[src/rtl/wb_cntr_pkg.sv]
// Shared definitions for the Wishbone counter-control slave:
// register offsets, CTRL bit positions and the byte-lane helper.
package wb_cntr_pkg;

    localparam int BITS_DEF = 20;

    // Register index = adr[4:2]
    localparam logic [2:0] REG_CTRL   = 3'd0;
    localparam logic [2:0] REG_LOAD   = 3'd1;
    localparam logic [2:0] REG_COUNT  = 3'd2;
    localparam logic [2:0] REG_CMP    = 3'd3;
    localparam logic [2:0] REG_STATUS = 3'd4;

    localparam int CTRL_EN     = 0;
    localparam int CTRL_IRQ_EN = 1;

    function automatic logic [31:0] lane_mask(input logic [3:0] sel);
        return {{8{sel[3]}}, {8{sel[2]}}, {8{sel[1]}}, {8{sel[0]}}};
    endfunction

endpackage

[src/rtl/wb_slave_if.sv]
// Wishbone slave front end: window decode, single-cycle registered ack,
// and the write/read strobes plus register index for the register bank.
module wb_slave_if #(
    parameter logic [31:0] BASE_ADDR = 32'h3000_0000
) (
    input  logic        clk_i,
    input  logic        rst_i,
    input  logic        stb_i,
    input  logic        cyc_i,
    input  logic        we_i,
    input  logic [31:0] adr_i,
    output logic        ack_o,
    output logic        wr_stb_o,
    output logic        rd_stb_o,
    output logic [2:0]  reg_idx_o
);

    logic req;
    logic ack_q;
    logic unused_adr;

    assign unused_adr = &{1'b0, adr_i[1:0]};

    // Masking with ack_q turns a held strobe into one ack every other cycle.
    assign req = cyc_i & stb_i & (adr_i[31:5] == BASE_ADDR[31:5]) & ~ack_q;

    // NOTE: sequential state uses <= so every flop samples pre-edge values.
    always_ff @(posedge clk_i) begin
        if (rst_i) begin
            ack_q <= 1'b0;
        end else begin
            ack_q <= req;
        end
    end

    assign ack_o     = ack_q;
    assign wr_stb_o  = req & we_i;
    assign rd_stb_o  = req & ~we_i;
    assign reg_idx_o = adr_i[4:2];

endmodule

[src/rtl/wb_cntr_ctrl.sv]
// Register bank giving the management SoC control of the user-area counter:
// enable, load, compare threshold, sticky match status and level interrupt.
module wb_cntr_ctrl
    import wb_cntr_pkg::*;
#(
    parameter int          BITS      = BITS_DEF,
    parameter logic [31:0] BASE_ADDR = 32'h3000_0000
) (
    input  logic            wb_clk_i,
    input  logic            wb_rst_i,
    input  logic            wbs_stb_i,
    input  logic            wbs_cyc_i,
    input  logic            wbs_we_i,
    input  logic [3:0]      wbs_sel_i,
    input  logic [31:0]     wbs_adr_i,
    input  logic [31:0]     wbs_dat_i,
    output logic            wbs_ack_o,
    output logic [31:0]     wbs_dat_o,
    input  logic [BITS-1:0] cnt_val_i,
    output logic            cnt_en_o,
    output logic            cnt_load_o,
    output logic [BITS-1:0] cnt_load_val_o,
    output logic            irq_o
);

    logic        wr_stb;
    logic        rd_stb;
    logic [2:0]  reg_idx;
    logic [31:0] wmask;
    logic        unused_bits;

    logic            en_q, en_d;
    logic            irq_en_q, irq_en_d;
    logic [BITS-1:0] load_q, load_d;
    logic [BITS-1:0] cmp_q, cmp_d;
    logic [BITS-1:0] count_q;
    logic            match_q, match_d;
    logic            match_clr;
    logic            load_pulse_q, load_pulse_d;
    logic [31:0]     dat_q, dat_d;
    logic [31:0]     rd_data;
    logic            irq_q, irq_d;

    wb_slave_if #(.BASE_ADDR(BASE_ADDR)) u_slave_if (
        .clk_i     (wb_clk_i),
        .rst_i     (wb_rst_i),
        .stb_i     (wbs_stb_i),
        .cyc_i     (wbs_cyc_i),
        .we_i      (wbs_we_i),
        .adr_i     (wbs_adr_i),
        .ack_o     (wbs_ack_o),
        .wr_stb_o  (wr_stb),
        .rd_stb_o  (rd_stb),
        .reg_idx_o (reg_idx)
    );

    assign wmask       = lane_mask(wbs_sel_i);
    assign unused_bits = &{1'b0, wmask, wbs_dat_i};

    // NOTE: every _d gets its hold value first so no latch is inferred.
    always_comb begin
        en_d         = en_q;
        irq_en_d     = irq_en_q;
        load_d       = load_q;
        cmp_d        = cmp_q;
        load_pulse_d = 1'b0;
        match_clr    = 1'b0;
        rd_data      = '0;

        if (wr_stb) begin
            case (reg_idx)
                REG_CTRL: begin
                    if (wbs_sel_i[0]) begin
                        en_d     = wbs_dat_i[CTRL_EN];
                        irq_en_d = wbs_dat_i[CTRL_IRQ_EN];
                    end
                end
                REG_LOAD: begin
                    load_d       = (load_q & ~wmask[BITS-1:0]) | (wbs_dat_i[BITS-1:0] & wmask[BITS-1:0]);
                    load_pulse_d = |wbs_sel_i;
                end
                REG_CMP:    cmp_d     = (cmp_q & ~wmask[BITS-1:0]) | (wbs_dat_i[BITS-1:0] & wmask[BITS-1:0]);
                REG_STATUS: match_clr = wbs_sel_i[0] & wbs_dat_i[0];
                default: ;
            endcase
        end

        case (reg_idx)
            REG_CTRL:   rd_data[1:0]      = {irq_en_q, en_q};
            REG_LOAD:   rd_data[BITS-1:0] = load_q;
            REG_COUNT:  rd_data[BITS-1:0] = count_q;
            REG_CMP:    rd_data[BITS-1:0] = cmp_q;
            REG_STATUS: rd_data[0]        = match_q;
            default: ;
        endcase

        // A new match outranks a simultaneous W1C so no event is lost.
        if (en_q && (cnt_val_i == cmp_q)) begin
            match_d = 1'b1;
        end else if (match_clr) begin
            match_d = 1'b0;
        end else begin
            match_d = match_q;
        end

        dat_d = rd_stb ? rd_data : 32'h0;
        irq_d = match_q & irq_en_q;
    end

    always_ff @(posedge wb_clk_i) begin
        if (wb_rst_i) begin
            en_q         <= 1'b0;
            irq_en_q     <= 1'b0;
            load_q       <= '0;
            cmp_q        <= '0;
            count_q      <= '0;
            match_q      <= 1'b0;
            load_pulse_q <= 1'b0;
            dat_q        <= 32'h0;
            irq_q        <= 1'b0;
        end else begin
            en_q         <= en_d;
            irq_en_q     <= irq_en_d;
            load_q       <= load_d;
            cmp_q        <= cmp_d;
            count_q      <= cnt_val_i;
            match_q      <= match_d;
            load_pulse_q <= load_pulse_d;
            dat_q        <= dat_d;
            irq_q        <= irq_d;
        end
    end

    assign wbs_dat_o      = dat_q;
    assign cnt_en_o       = en_q;
    assign cnt_load_o     = load_pulse_q;
    assign cnt_load_val_o = load_q;
    assign irq_o          = irq_q;

endmodule

[config.mk]
export PLATFORM = sky130hd
export DESIGN_NAME = wb_cntr_ctrl
export DESIGN_NICKNAME = d
export VERILOG_FILES = /design/src/rtl/wb_cntr_pkg.sv /design/src/rtl/wb_slave_if.sv /design/src/rtl/wb_cntr_ctrl.sv
export SDC_FILE = /design/constraint.sdc
export NUM_CORES = 1
export LEC_CHECK = 0
export CAP_MARGIN = 25
export CELL_PAD_IN_SITES_DETAIL_PLACEMENT = 1
export CELL_PAD_IN_SITES_GLOBAL_PLACEMENT = 2
export CORE_ASPECT_RATIO = 0.9
export CORE_MARGIN = 3
export CORE_UTILIZATION = 28
export CTS_BUF_LIST = sky130_fd_sc_hd__clkbuf_4 sky130_fd_sc_hd__clkbuf_8 sky130_fd_sc_hd__clkbuf_16
export CTS_CLUSTER_DIAMETER = 200
export DETAILED_ROUTE_END_ITERATION = 8
export GPL_TIMING_DRIVEN = 1
export MAX_ROUTING_LAYER = met4
export PLACE_DENSITY = 0.95
export SYNTH_ARGS = -nofsm -noshare
export SYNTH_HDL_FRONTEND = slang
export SYNTH_SLANG_ARGS = --single-unit
[constraint.sdc]
create_clock -name wb_clk_i -period 2.3 [get_ports wb_clk_i]
set_input_delay 0.575 -clock wb_clk_i [delete_from_list [all_inputs] [get_ports wb_clk_i]]
set_output_delay 0.575 -clock wb_clk_i [all_outputs]
set_load 0.01 [all_outputs]
==> metrics list <==
* Remaining antenna violation count after routing: 0
* Maximum fanout count along the critical path: 15
- After routing the design area is 5880 um2.
- Pint: 2.52 mW
* Drt pass-1 iters: 4
- Setup repair after global routing left no endpoint under its margin.
- Clock-pin slew was measured on the worst setup and hold paths at around 0.060 ns.
- Vias in the first global route: around 3900
* Number of placed I/O pins: 149
* DRC violation count after routing: 0
* Number of failing hold endpoints at the final stage: 0
- Non-filler instance count after layout: 730
- The tool flagged a number of max-cap violations equal to 0.
- The area growth from synthesis to layout is 46.9%.
- After layout, the worst path uses 89.3% of the clock period.
- In the routed layout, each cell is associated on average with a via count of 5.15.
- CTS tree: done
- Peak ir drop on the vdd network: 361 uV
- After detailed routing, the total wire length is ~13 mm.
* Synthesized netlist cell count: 412
- Die Area: 15800 um2
- After legalization and detailed placement, the total HPWL measured 10.1 mm.
- The run finished with clean final reports.
- Cts bufs inserted: 9
* Total placed cells including tap cells: 715
- Synthesized area per cell: 9.71 um2
* Share of Yosys cell area claimed by the top area cell type: a little over two fifths
- Antenna diodes: 0
* Latest clock arrival within the worst-skew pair: 0.34 ns
- Switching power: 0.724 mW
- Cells fill 43.0% of the core in the end.
* Power per cell area: ~550 nW/um2
- Measured along the y axis, the die boundary spans 119 um.
- Class of the tightest hold or removal check: primary input to flop
* Seq pwr share: 46.7%
- Pin count of the biggest net entering global routing: 41
- Synthesized cell area: between 4000 and 5000 um2
* First DRT Iteration DRCs: about 180
- Final setup skew: 0.00436 ns
- The die is between 100 and 150 um wide.
* Required arrival time at the worst endpoint: 2.50 ns
* Count of different cell masters after synthesis: 37
- Sequential elements use a little over two fifths of the synthesized area.
* Achievable Freq: 487 MHz
* Clock root cell: clkbuf_16
* Count of final max-slew check failures: 0
- Number of nets in the layout: 630
* Fillcell total: 1508
- Synthesis inferred 86 register bits.
- Top area cells in the synthesized netlist: dfxtp_1 43%, o31ai_1 6.8%, nand4_1 6.7%
- PnR Total Power: 3.24 mW
* Startpoint types: primary input
* Leakage power figure: 2.09 nW
* Final estimated routing congestion in global placement: roughly 0.84
* Yosys top cell by area: dfxtp_1
- Arrival time reported for the critical path endpoint: 2.26 ns
- Combinational share of power: 10.2%
* Clock net sink count: 86
- Initial cell density of the core: 29.3%
- Once placement finished, the instance area stood at 5600 um2.
- Hold buffers post-CTS: 0
- Clock buffer depth: 2
- Number of resized instances in the post-cts repair step: 0
* Type of destination of the critical path: flop
- Antenna violations before repair: 0
- Worst Path Class, Setup: primary input to flop
* Deepest level of the CTS H-tree: 3
- In this run the core area contains 40 standard-cell rows.
- In this run the standard cell core region covers around 14000 um2.
- During placement, the flow inserted port buffers numbering between 100 and 150.
* Share of layout cells above drive strength 1: 15.0%
* Number of buffers added for setup after CTS: 0
- Number of vias in the routed layout: 3760
* Wire length of the first global-routing pass: 21.1 mm
* Final TNS setup: 0 ns
- Global-route congestion overflow total: 0
- Shortest clock period the worst path allows after layout: 2.05 ns
- Setup violations remaining at the end of the flow were counted as 0.
- Net switching is roughly 22% of the power.
* All-layer global routing usage: 17.5%
- Yosys warning total: 0
* Clock power share: 43.1%
* Wire length per cell after detailed routing: approximately 18 um
==> per-stage QoR <==
| stage | setup WS (ns) | hold slack [ns] |
|---|---|---|
| 2_1_floorplan | 0.550 | 0.449 |
| 3_3_place_gp | 0.0164 | 0.468 |
| 3_5_place_dp | -0.122 | 0.486 |
| 4_1_cts | 0.237 | 0.452 |
| 5_1_grt | 0.123 | 0.464 |
| 6_report | 0.245 | 0.459 |
==> synthesized netlist by cell type <==
cell type / number
nand2_1: 3
dfxtp_1: 86
and2b_1: 1
conb_1: 1
nand3_1: 7
clkbuf_1: 12
nor4_2: 7
nor2b_1: 24
nor3_2: 1
xor2_1: 16
o41ai_1: 2
o31ai_1: 36
xnor2_1: 4
nor4_1: 4
clkbuf_2: 1
nand2_2: 1
a21oi_1: 36
buf_8: 3
nor3_1: 2
nand2b_1: 8
buf_4: 14
and3_1: 3
mux4_2: 2
buf_1: 1
nor4b_2: 1
and2_1: 1
and4_1: 5
nand4_1: 43
mux2_2: 18
a22oi_1: 18
and4bb_2: 1
a31oi_1: 1
mux2i_1: 6
buf_6: 2
buf_2: 19
nand4b_4: 1
nor2_1: 21
==> power groups by stage <==
stage | registers, mW | logic [mW] | clock network (mW)
floorplan | 1.54 | 0.131 | 0
global placement | 1.54 | 0.324 | 0
detailed placement | 1.55 | 0.331 | 0
CTS | 1.51 | 0.333 | 1.42
global route | 1.51 | 0.355 | 1.48
finish | 1.51 | 0.332 | 1.40
==> cells by family after synthesis <==
logic type / Yosys count / synth area share (%)
AND/OR/NAND/NOR: 134 / 21.5
XOR/XNOR: 20 / 4.38
buffers and inverters: 52 / 8.04
multiplexers: 26 / 7.69
AO/OA/AOI/OAI: 93 / 15.2
flip-flops: 86 / 43.0
other: 1 / 0.0937
==> per-layer routing <==
layer	GRT usage, %	vias up	share of wire [%]
met5	-	-	0
met3	3.89	24	5.9
met2	28.4	153	47
met4	6.23	0	2.0
met1	21.6	1829	45
li1	-	1754	-
==> final timing paths <==
| kind | start | to | slack (ns) | depth (start not counted) |
|---|---|---|---|---|
| setup / recovery | wbs_adr_i[14] | flop | 0.25 | 7 |
| setup reg to reg | flop | match_q$_SDFFE_PP0P_ | 0.61 | 5 |
| hold reg to reg | flop | flop | 0.50 | 2 |
| hold / removal | wb_rst_i | count_q[1]$_SDFF_PP0_ | 0.46 | 2 |
==> cell usage in the layout (no fill, tap or decap), types with 2 or more instances in the layout <==
cell type / Yosys / final
a21oi_1: 36 / 36
a22oi_1: 18 / 18
and3_1: 3 / 3
and4_1: 5 / 5
buf_12: 0 / 14
buf_4: 14 / 19
clkbuf_16: 0 / 9
clkbuf_4: 0 / 3
clkbuf_8: 0 / 2
clkdlybuf4s50_1: 0 / 121
conb_1: 1 / 12
dfxtp_1: 86 / 86
mux2_2: 18 / 18
mux2i_1: 6 / 6
mux4_2: 2 / 2
nand2_1: 3 / 3
nand2b_1: 8 / 8
nand3_1: 7 / 7
nand4_1: 43 / 43
nor2_1: 21 / 21
nor2b_1: 24 / 24
nor3_1: 2 / 2
nor4_1: 4 / 4
nor4_2: 7 / 7
o31ai_1: 36 / 36
o41ai_1: 2 / 2
xnor2_1: 4 / 4
xor2_1: 16 / 16
==> cell type report <==
type | instances | area, um2 | area share (%)
timing repair buffer | 155 | 1640 | 27.9
sequential | 86 | 1720 | 29.3
multi-input combinational | 285 | 2000 | 34.0
clock inverter | 1 | 5.00 | 0.0852
tap | 189 | 236 | 4.02
clock buffer | 14 | 275 | 4.68
==> critical path: stages <==
cell and delay [ns]:
clkdlybuf4s50_1 0.41, nor4_2 0.34, nand4_1 0.17, buf_4 0.20, buf_12 0.15, o31ai_1 0.28
a21oi_1 0.12
No activity file was read; power rests on OpenSTA's default activity.
